<file path="src/rtl/if_stage.sv">
// Instruction-fetch stage: owns the PC, addresses the instruction ROM and
// fills the IF/ID pipeline register under stall/flush control.
// Optional interrupt entry is built when IF_IRQ_EN is defined.
module if_stage #(
    parameter logic [31:0] RESET_PC   = 32'h0000_0000,
`ifdef IF_IRQ_EN
    parameter logic [31:0] IRQ_VECTOR = 32'h8000_0004,
`endif
    parameter logic [31:0] NOP_INSTR  = 32'h0000_0000
) (
    input  logic        clk,
    input  logic        reset,
    input  logic        stall,
    input  logic        flush,
    input  logic [1:0]  pc_src,
    input  logic [31:0] branch_target,
    input  logic [25:0] jump_index,
    input  logic [31:0] jr_target,
    output logic [31:0] rom_addr,
    input  logic [31:0] rom_data,
`ifdef IF_IRQ_EN
    input  logic        irq,
    output logic [31:0] irq_epc,
`endif
    output logic [31:0] ifid_instr,
    output logic [31:0] ifid_pc_plus4,
    output logic        ifid_valid
);

    logic [31:0] pc_q;
    logic [31:0] pc_d;
    logic [31:0] pc_plus4;
    logic [31:0] mux_raw;
    logic [31:0] mux_pc;
    logic        ifid_bubble;
`ifdef IF_IRQ_EN
    logic        take_irq;
`endif

    assign rom_addr = pc_q;

    // Next-PC selection; low two bits cleared so fetches stay word-aligned.
    always_comb begin
        pc_plus4 = pc_q + 32'd4;
        mux_raw  = pc_plus4;
        unique case (pc_src)
            2'b00: mux_raw = pc_plus4;
            2'b01: mux_raw = branch_target;
            2'b10: mux_raw = {ifid_pc_plus4[31:28], jump_index, 2'b00};
            2'b11: mux_raw = jr_target;
            default: mux_raw = pc_plus4;
        endcase
        mux_pc = mux_raw & 32'hFFFF_FFFC;
    end

    // Stall holds the PC; an accepted interrupt overrides any redirect.
    always_comb begin
`ifdef IF_IRQ_EN
        // Interrupts are only taken from user space (pc[31]=0) and never while stalled.
        take_irq    = irq && !pc_q[31] && !stall;
        ifid_bubble = flush || take_irq;
        if (stall) begin
            pc_d = pc_q;
        end else if (take_irq) begin
            pc_d = IRQ_VECTOR;
        end else begin
            pc_d = mux_pc;
        end
`else
        ifid_bubble = flush;
        pc_d        = stall ? pc_q : mux_pc;
`endif
    end

    // Program counter register.
    always_ff @(posedge clk) begin
        if (reset) begin
            pc_q <= RESET_PC;
        end else begin
            pc_q <= pc_d;
        end
    end

    // IF/ID register: flush beats stall, which beats a normal load.
    always_ff @(posedge clk) begin
        if (reset) begin
            ifid_instr    <= NOP_INSTR;
            ifid_pc_plus4 <= RESET_PC + 32'd4;
            ifid_valid    <= 1'b0;
        end else if (ifid_bubble) begin
            ifid_instr    <= NOP_INSTR;
            ifid_pc_plus4 <= pc_plus4;
            ifid_valid    <= 1'b0;
        end else if (!stall) begin
            ifid_instr    <= rom_data;
            ifid_pc_plus4 <= pc_plus4;
            ifid_valid    <= 1'b1;
        end
    end

`ifdef IF_IRQ_EN
    // Return address is the PC that the interrupt displaced.
    always_ff @(posedge clk) begin
        if (reset) begin
            irq_epc <= 32'h0000_0000;
        end else if (take_irq) begin
            irq_epc <= mux_pc;
        end
    end
`endif

endmodule

</file>
<file path="config.mk">
export PLATFORM = sky130hd
export DESIGN_NAME = if_stage
export DESIGN_NICKNAME = d
export VERILOG_FILES = /design/src/rtl/if_stage.sv
export SDC_FILE = /design/constraint.sdc
export NUM_CORES = 1
export LEC_CHECK = 0
export CORE_MARGIN = 2
export CORE_UTILIZATION = 45
export DETAILED_ROUTE_END_ITERATION = 8
export HOLD_SLACK_MARGIN = 0.12
export PLACE_DENSITY_LB_ADDON = 0.08
export SETUP_SLACK_MARGIN = 0.1
export SLEW_MARGIN = 20
export SYNTH_ARGS = -nofsm -noshare
export SYNTH_HDL_FRONTEND = slang
export SYNTH_SLANG_ARGS = --single-unit
</file>
<file path="constraint.sdc">
create_clock -name clk -period 3.83 [get_ports clk]
set_input_delay 0.383 -clock clk [delete_from_list [all_inputs] [get_ports clk]]
set_output_delay 0.383 -clock clk [all_outputs]
set_load 0.01 [all_outputs]
</file>
# After elaboration in Yosys (flattened, before gate mapping)
# Index checks and enable logic that the tools add are counted.
dict set report totals {
  out_inout_bits 97
  in_bits 128
  elab_cells 14
  ff_bits 95
}
dict set report classes {
  addsub 1
  n_reduce_logical 2
  muxes 3
  n_eq_ne 4
}
# operator n
set op_table {}
lappend op_table {{$pmux 32 s4} 1}
lappend op_table {{$mux 32} 2}
lappend op_table {{$add 32x3->32 const B} 1}
lappend op_table {{$eq 2x2->1 const B} 2}
lappend op_table {{$eq 2x1->1 const B} 1}
lappend op_table {{$logic_not 2->1} 1}
lappend op_table {{$ne 2x1->1 const B} 1}
lappend op_table {{$reduce_or 2->1} 1}

# Longest topological paths before layout
# Gate-level depths: netlist of the first run.
dict set report logic_depth {
  depth_word 3
  mapped_depth 8
  ltp_nobuf 6
}

# Worst setup path after synthesis of the first run
# No wires, ideal clock.
dict set report synth_timing {
  path_kind {reg2reg}
  from {register pc_q[4] (netlist: rom_addr[4])}
  to {register pc_q[21] (netlist: rom_addr[21])}
  period_less_slack_ps 2140
  setup_ps 86
  path_stages_with_launch 9
  path_buffers 3
  path_slack_ps 1690
  t_arrival_ps 2053
  required_time_ps 3744
  path_cell_list {dfxtp_1 > buf_4 > and4_1 > buf_4 > or3b_1 > buf_6 > or3_4 > a21o_1 > a221oi_2}
}
dict set report synth_via {
  elab_chain_cells 2
}
# element line_no
set synth_lines {}
lappend synth_lines {{start, declared} 30} ;# logic [31:0] pc_q;
lappend synth_lines {{start signal, assigned} 80} ;# pc_q <= pc_d;
lappend synth_lines {{$add 32x3->32} 44} ;# pc_plus4 = pc_q + 32'd4;
lappend synth_lines {{$pmux 32 s4} 46} ;# unique case (pc_src)
# Every way passes these cells.
# A chain may end at the register's enable or synchronous reset.

# Worst setup path in the final report of the first run
dict set report layout_timing {
  from {register pc_q[2] (netlist: rom_addr[2])}
  to {register pc_q[22] (netlist: rom_addr[22])}
}
# Same word-level chain as after synthesis.

==> flow_metrics.py, run 1 <==
metrics = {
    "critical_path": {
        "start_kind": "flip-flop",
        "endpoint_kind": "flip-flop",
        "required_ps": 4090,
        "crit_fanout": 7,
        "path_class": "flip-flop to flip-flop",
        "cp_data_arrival_time_ps": 2810,
    },
    "routing": {
        "wl_per_cell_um": 17.54,
        "num_vias": 4939,
        "drcViolationCount": 0,
        "drt_iter0_markers": 301,
        "wl_um": 15610,
        "ant_nets": 0,
        "viasPerCell": 5.549,
        "first_pass_iters": 4,
    },
    "final_layout": {
        "seq_area_um2": 1862,
        "fin_nets": 875,
        "drive_gt1_share_pct": 8.133,
        "syn2layout_area_growth_pct": 47.29,
        "n_fill_cell": 904,
        "diodes": 0,
        "post-route-util_pct": 67.29,
        "multi_input_area_um2": 2749,
        "layoutNonFillerInstCount": 890,
    },
    "logic_synthesis": {
        "synthCells": 562,
        "synth.avg_cell_area_um2": 8.696,
        "synth_cell_types": 58,
        "synth_top_area_share_pct": 38.10,
        "synth_area_leader_cell": "dfxtp_1",
        "synth_top_family_by_area": "compound AO/OA/AOI/OAI gates",
        "yosysWarnings": 0,
        "synth-xor-area-share_pct": 3.943,
        "syn_area_um2": 4887,
        "ys_seq_area_share_pct": 38.10,
        "synthMuxAreaShare_pct": 14.41,
        "synthTopCellsByArea": "dfxtp_1, mux2i_1, nor2_1",
        "yosys.area_share.adder_pct": 0.2560,
        "ys_ff_latch": 93,
        "synth_compound_area_share_pct": 19.71,
        "synth_simple_gate_area_share_pct": 17.51,
        "async_reset_ff_share_pct": 0,
        "synth-main-ff-cell": "dfxtp_1",
        "synth_edf_count": 0,
    },
    "pwr": {
        "p_total_w": 0.002208,
        "vdd_drop_max_mv": 0.1908,
        "p_per_area_nw_per_um2": 306.7,
        "p_leak_nw": 2.692,
    },
    "timing": {
        "rsz0062_at_grt": "false",
        "final_hold_viol_count": 0,
        "finalCritPeriodShare_pct": 66.53,
        "setup_tns_ps": 0,
        "period_needed_ps": 2548,
        "fmax_ghz": 0.3924,
        "setup_viol": 0,
        "relSlewSlack_pct": 31.19,
        "skew_ps": 8.348,
        "finalMaxSlewViolations": 0,
        "max_slew.worst_pin.slew_ps": 1032,
        "timing.hold.ws_ps": 467.6,
    },
    "global_routing": {
        "grt_pass1_vias": 4983,
        "track_usage_pct": 26.72,
        "grt_max_degree": 54,
        "grt_pass1_wl_um": 24680,
        "antenna_found_initial": 0,
        "grt_overflow": 0,
    },
    "place": {
        "post-place-cells": 875,
        "numPortBuffers": 216,
        "place_hpwl_um": 11140,
        "gp_congestion": 0.8210,
    },
    "die": {
        "num_rows": 38,
        "num_io_pins": 225,
        "die_y_um": 108.2,
        "start_util_pct": 45.68,
        "core-area_um2": 10700,
        "die_w_um": 108.2,
        "dieArea_um2": 11710,
    },
    "clock_tree": {
        "insertion_delay_ps": 350,
        "cts-resized-gates": 0,
        "clk_path_buf_depth": 2,
        "clk_pin_slew_ps": 90,
        "cts_hold_buf": 0,
        "cts_buffers": 9,
        "cts_tree": "built",
        "cts_setup_buffers": 0,
        "cts_root_buffer": "clkbuf_8",
        "clock-sinks": 93,
        "h-tree-depth": 3,
    },
    "outcome": {
        "status": "complete, no violations",
    },
    "hold_path": {
        "min_path_type": "flip-flop to flip-flop",
    },
    "run": {
        "cap_violations": 0,
    },
}
## cell usage after synthesis, types with 2 or more instances
cell and count:
nand4_1 10, o22ai_1 3, dfxtp_1 93, buf_4 6, nand2b_1 2, mux4_2 2
o31a_1 3, nand2_1 27, or3_1 2, a221oi_1 21, a22oi_1 2, or2_2 4
nor3_1 15, nor2b_1 2, clkbuf_1 36, mux2_2 23, nor4_1 4, a21o_1 3
buf_2 5, o21ai_0 23, xor2_1 9, a221o_1 3, and4_1 6, a211o_1 3
inv_1 14, buf_1 4, o211a_1 4, mux2i_1 40, a21oi_1 27, xnor2_1 13
a311oi_1 2, o21a_1 2, a211oi_1 31, and2_1 2, nand3_1 12, nor2_1 79
nor3b_1 3, and3_1 2
## kinds of logic after synthesis
kind of cell / Yosys count
buf+inv: 68
other cells: 1
flops: 93
compound gates: 136
xor+xnor: 22
simple gates: 176
mux: 65
fa+ha+maj: 1
## routing by layer
metal	vias up	track usage, %	wire length, µm
li1	2405	-	-
met1	2304	32.40	6335
met2	211	44.16	7312
met3	19	8.800	1728
met4	0	9.890	235
met5	-	0	0
## cell usage in the layout (no fill, tap or decap), drive strengths merged, types with 6 or more instances in the layout
cell type	count
nand2	27
nand3	12
nor2	79
a21oi	27
nand4	10
xnor2	13
clkbuf	14
mux2i	40
inv	14
nor4	6
a211oi	31
a221oi	22
and4	6
o21ai	23
xor2	9
dfxtp	93
nor3	16
buf	10
mux2	23
clkdlybuf4s50	212
## registers in the layout, summed over array words and instances, names as in the netlist
| signal | flops |
|---|---|
| rom_addr | 30 |
| ifid_valid | 1 |
| ifid_pc_plus4 | 30 |
| ifid_instr | 32 |
## final cells by class
cell class                 count  share of cell area, %
sequential                    93                  25.86
tap                          140                  2.434
inverter                      15                 0.7822
multi-input combinational    404                  38.19
timing repair buffer         223                  30.52
clock inverter                 2                 0.1391
clock buffer                  13                  2.068
## power by group
group          leakage [nW]  internal [W]  switching (W)
Clock                0.0833      0.000250       0.000338
Sequential            0.764       0.00102      0.0000633
Combinational          1.84      0.000312       0.000220
Total                  2.69       0.00159       0.000621
## through the flow
step           setup slack [ps]  cell area [µm²]
2_1_floorplan              1690             4898
3_3_place_gp               1483             7039
3_5_place_dp               1371             7039
4_1_cts                    1320             7198
5_1_grt                    1099             7198
6_report                   1282             7198
## path summary, 6_finish.rpt
kind,start,endpoint,slack [ps],cells after the start
setup / recovery,rom_addr[2],rom_addr[22],1280,6
hold / removal,ifid_pc_plus4[3],ifid_pc_plus4[3],470,2
setup reg to reg,rom_addr[2],rom_addr[22],1280,6
hold reg to reg,ifid_pc_plus4[3],ifid_pc_plus4[3],470,2
## critical path, stage by stage, from the launching register on
cell and delay, ps:
dfxtp_1 460, ha_1 310, nand4_1 300, nor4_1 640, nor3b_1 330, o21ai_0 130
a221oi_1 280
No activity file was read; power rests on OpenSTA's default activity.
==> inputs of run 2 (changes only) <==
Settings changed: CORE_UTILIZATION 45 to 42.
Clock period 3.83 ns to 2.65 ns, I/O delays scaled along.
==> run 2 against run 1 <==
Compared with the run above: critical path type unchanged; global-route usage shrank 0.99 points; via count grew 0.53%; largest power group unchanged; total power grew 65%; sequential share of layout area shrank 0.82 points; die area grew 6.9%; routed wire length grew 2.9%; sequential power grew 44%; non-clock buffer count grew 7; clock-buffer cell count shrank 4; first-iteration DRC count shrank 14%.
==> flow_metrics.py, run 2 (synthesized netlist as in run 1, its figures left out) <==
metrics = {
    "clock_tree": {
        "cts_buffers": 9,
        "clock-sinks": 93,
        "clk_path_buf_depth": 2,
        "cts_hold_buf": 0,
        "insertion_delay_ps": 350,
        "cts_root_buffer": "clkbuf_16",
        "clk_pin_slew_ps": 70,
        "cts_tree": "built",
        "h-tree-depth": 3,
    },
    "die": {
        "dieArea_um2": 12510,
        "num_io_pins": 225,
        "die_y_um": 111.9,
        "start_util_pct": 42.98,
        "core-area_um2": 11370,
        "die_w_um": 111.9,
        "num_rows": 39,
    },
    "outcome": {
        "status": "complete, no violations",
    },
    "pwr": {
        "vdd_drop_max_mv": 0.2855,
        "p_leak_nw": 2.803,
        "p_per_area_nw_per_um2": 490.8,
    },
    "final_layout": {
        "multi_input_area_um2": 2765,
        "diodes": 0,
        "largest_reg_flops": 32,
        "fin_nets": 882,
        "post-route-util_pct": 65.38,
        "final_cell_mix": "clkdlybuf4s50_1, dfxtp_1, nor2_1",
        "drive_gt1_share_pct": 9.631,
        "n_fill_cell": 976,
        "seq_area_um2": 1862,
        "layout_commonest_cell": "clkdlybuf4s50_1",
        "regMostFlops": "ifid_instr",
        "syn2layout_area_growth_pct": 52.10,
    },
    "routing": {
        "num_vias": 4965,
        "first_pass_iters": 4,
        "drt_iter0_markers": 260,
        "wl_um": 16060,
        "drcViolationCount": 0,
        "ant_nets": 0,
        "viasPerCell": 5.511,
        "wl_per_cell_um": 17.83,
    },
    "global_routing": {
        "grt_pass1_wl_um": 25920,
        "grt_overflow": 0,
        "antenna_found_initial": 0,
        "grt_max_degree": 38,
        "grt_pass1_vias": 5170,
        "track_usage_pct": 25.73,
    },
    "critical_path": {
        "endpoint_kind": "flip-flop",
        "r2r_setup_slack_ps": 330,
        "cp-startpoint": "rom_addr[15]",
        "crit_fanout": 8,
        "r2r-start": "rom_addr[15]",
        "cp-endpoint": "rom_addr[21]",
        "start_kind": "flip-flop",
        "path_class": "flip-flop to flip-flop",
        "reg2reg_depth": 5,
        "required_ps": 2900,
        "rr_endpoint": "rom_addr[21]",
        "cp_data_arrival_time_ps": 2570,
    },
    "timing": {
        "relSlewSlack_pct": 56.71,
        "max_slew.worst_pin.slew_ps": 647.9,
        "period_needed_ps": 2316,
        "final_hold_viol_count": 0,
        "finalMaxSlewViolations": 0,
        "setup_tns_ps": 0,
        "fmax_ghz": 0.4319,
        "finalCritPeriodShare_pct": 87.38,
        "rsz0062_at_grt": "false",
        "skew_ps": 10.63,
        "setup_viol": 0,
    },
    "place": {
        "gp_congestion": 0.8679,
        "place_hpwl_um": 11620,
        "numPortBuffers": 216,
    },
    "hold_path": {
        "hold_start": "reset",
        "min_path_type": "input port to flip-flop",
    },
    "run": {
        "cap_violations": 0,
    },
}
==> run 2: repair_timing <==
item	CTS	global route
resized for setup	0	2
buffers inserted	0	0
endpoints found under the setup margin	0	2
==> run 2: cell type report <==
cell class                 count  area share [%]
clock buffer                   9           3.030
clock inverter                 7          0.8921
inverter                      15          0.7574
multi-input combinational    404           37.20
sequential                    93           25.05
tap                          143           2.407
timing repair buffer         230           30.67
==> run 2: worst min path at each step <==
stage	endpoint	slack [ps]	cells past startpoint
finish	rom_addr[2]	380	2
global route	rom_addr[2]	390	2
CTS	rom_addr[2]	360	2
detailed placement	ifid_valid	450	2
global placement	ifid_valid	430	2
floorplan	ifid_instr[0]	410	2
==> run 2: routing by layer <==
| layer | part of all wire (%) | track usage [%] | wire length, µm | vias to the layer above |
|---|---|---|---|---|
| met1 | 40 | 30.09 | 6450 | 2314 |
| met3 | 11 | 9.036 | 1764 | 18 |
| li1 | - | - | - | 2417 |
| met2 | 48 | 44.04 | 7642 | 216 |
| met4 | 1.3 | 8.477 | 206 | 0 |
| met5 | 0 | 0 | 0 | - |
==> run 2: through the flow <==
stage / cells / hold WS, ps / setup slack [ps] / cell area (µm²) / power (W)
detailed placement: 885 / 445.7 / 151.1 / 7126 / 0.002389
finish: 901 / 375.7 / 334.5 / 7433 / 0.003648
global placement: 885 / 433.3 / 200.7 / 7126 / 0.002371
floorplan: 565 / 408.9 / 510.4 / 4898 / 0.001947
CTS: 901 / 359.6 / 206.2 / 7417 / 0.003671
global route: 901 / 392.8 / 140.4 / 7433 / 0.003805
==> run 2: worst max-delay path: stages (launching register included) <==
cell	delay, ps
dfxtp_1	450
nand4_1	280
or3b_1	630
or3_4	410
a21o_1	190
a221oi_2	260
==> run 2: power by group <==
part	internal (W)	leakage [nW]	switching [W]	total, W
Clock	0.000726	0.145	0.000563	0.00129
Sequential	0.00148	0.764	0.0000880	0.00157
Combinational	0.000462	1.89	0.000327	0.000789
Total	0.00267	2.80	0.000978	0.00365
==> inputs of run 3 (changes only) <==
Settings changed: REMOVE_ABC_BUFFERS set to 1.
==> run 3 against run 2 <==
Compared with the run above: maximum frequency shrank 1.1%; non-clock buffer count grew 1; global-route usage shrank 1.4 points; clock skew shrank 6.3 ps; sequential share of layout area shrank 0.055 points; combinational power is essentially flat; clock-buffer cell count grew 4; critical path depth grew 1; total power grew 1.0%; routed wire length shrank 4.0%; critical path type unchanged; largest cell class unchanged; highest routed layer unchanged.
==> flow_metrics.py, run 3 (synthesized netlist as in run 1, its figures left out) <==
metrics = {
    "outcome": {
        "status": "complete, no violations",
    },
    "clock_tree": {
        "clk_path_buf_depth": 2,
        "h-tree-depth": 3,
        "clock-sinks": 93,
        "clk_pin_slew_ps": 60,
        "cts_buffers": 9,
        "cts_tree": "built",
        "cts_root_buffer": "clkbuf_16",
        "insertion_delay_ps": 340,
        "cts_setup_buffers": 0,
    },
    "final_layout": {
        "layoutNonFillerInstCount": 900,
        "fin_nets": 883,
        "largest_reg_flops": 32,
        "final_cell_mix": "clkdlybuf4s50_1, dfxtp_1, nor2_1",
        "post-route-util_pct": 65.52,
        "drive_gt1_share_pct": 9.379,
        "regMostFlops": "ifid_instr",
        "n_fill_cell": 1020,
        "layout_commonest_cell": "clkdlybuf4s50_1",
        "diodes": 0,
        "syn2layout_area_growth_pct": 52.43,
    },
    "pwr": {
        "p_per_area_nw_per_um2": 494.8,
        "vdd_drop_max_mv": 0.3223,
        "p_leak_nw": 2.811,
        "p_total_w": 0.003686,
    },
    "timing": {
        "setup_viol": 0,
        "finalCritPeriodShare_pct": 88.38,
        "period_needed_ps": 2342,
        "skew_ps": 4.344,
        "relSlewSlack_pct": 56.20,
        "max_slew.worst_pin.slew_ps": 655.6,
        "rsz0062_at_grt": "false",
        "fmax_ghz": 0.4270,
        "finalMaxSlewViolations": 0,
        "setup_tns_ps": 0,
        "final_hold_viol_count": 0,
        "timing.hold.ws_ps": 395.8,
    },
    "die": {
        "die_w_um": 111.9,
        "start_util_pct": 42.98,
        "core-area_um2": 11370,
        "num_rows": 39,
        "die_y_um": 111.9,
        "dieArea_um2": 12510,
        "num_io_pins": 225,
    },
    "place": {
        "place_hpwl_um": 10850,
        "gp_congestion": 0.7940,
        "post-place-cells": 886,
        "numPortBuffers": 216,
    },
    "critical_path": {
        "path_class": "flip-flop to flip-flop",
        "path_cells": "ha_1 > nand4_1 > or2_2 > nor3_1 > mux2i_1 > o22ai_1",
        "rr_endpoint": "rom_addr[26]",
        "reg2reg_depth": 6,
        "r2r-start": "rom_addr[2]",
        "cpPeakStageDelay_ps": 450,
        "crit_fanout": 7,
        "start_kind": "flip-flop",
        "endpoint_kind": "flip-flop",
        "cp_slowest_cell": "or2_2",
        "r2r_setup_slack_ps": 310,
        "cp_data_arrival_time_ps": 2560,
        "required_ps": 2860,
    },
    "global_routing": {
        "track_usage_pct": 24.33,
        "grt_max_degree": 84,
        "antenna_found_initial": 0,
        "grt_overflow": 0,
        "grt_pass1_wl_um": 24740,
        "grt_pass1_vias": 4908,
    },
    "routing": {
        "drt_iter0_markers": 225,
        "ant_nets": 0,
        "viasPerCell": 5.440,
        "num_vias": 4896,
        "wl_per_cell_um": 17.13,
        "drcViolationCount": 0,
        "first_pass_iters": 4,
        "wl_um": 15410,
    },
    "hold_path": {
        "min_path_type": "input port to flip-flop",
        "hold_depth": 2,
        "hold_start": "reset",
        "min_to": "rom_addr[2]",
    },
    "run": {
        "cap_violations": 0,
    },
}
run 3: cell types whose count changed in the layout (fill, tap and decap cells not counted), sizes merged:
cell	change
clkinv	-5
clkbuf	+4
buf	+1
clkinvlp	-1
run 3: how the worst max path moves through the flow:
| stage | slack [ps] | startpoint | end |
|---|---|---|---|
| 2_1_floorplan | 500 | rom_addr[4] | rom_addr[21] |
| 3_3_place_gp | 190 | pc_src[1] | rom_addr[21] |
| 3_5_place_dp | 180 | pc_src[1] | rom_addr[21] |
| 4_1_cts | 230 | rom_addr[2] | rom_addr[22] |
| 5_1_grt | 140 | rom_addr[2] | rom_addr[26] |
| 6_report | 310 | rom_addr[2] | rom_addr[26] |
run 3: cell type report:
type / instances / area [µm²] / area share [%]
clock buffer: 13 / 270.3 / 3.628
clock inverter: 1 / 30.03 / 0.4031
inverter: 15 / 56.30 / 0.7558
multi-input combinational: 404 / 2765 / 37.12
sequential: 93 / 1862 / 24.99
tap: 143 / 178.9 / 2.402
timing repair buffer: 231 / 2287 / 30.70
run 3: power breakdown:
group          switching, W  internal [W]
sequential        0.0000824       0.00148
clock              0.000531      0.000799
combinational      0.000327      0.000464
run 3: timing repair:
item                       in CTS  in global routing
setup endpoints to repair       0                  4
gates resized for setup         0                  2
hold buffers                    0                  0
run 3: per-stage QoR:
step | worst slack [ps] | cell area (µm²)
finish | 308.0 | 7450
global route | 140.0 | 7450
CTS | 228.8 | 7433
detailed placement | 182.8 | 7133
global placement | 186.2 | 7133
floorplan | 496.9 | 4662
run 3: per-layer routing:
layer	up-vias	GRT usage, %	wire, µm
li1	2422	-	-
met1	2262	28.59	6336
met4	0	8.395	240
met2	196	41.09	7347
met5	-	0	0
met3	16	8.819	1488
run 3: critical path: cells and delay by family (launching register included):
family,cells,cell delay (ps)
AND/OR/NAND/NOR,3,1110
AO/OA/AOI/OAI,1,100
adder cells (fa/ha/maj),1,310
flip-flops,1,440
multiplexers,1,260
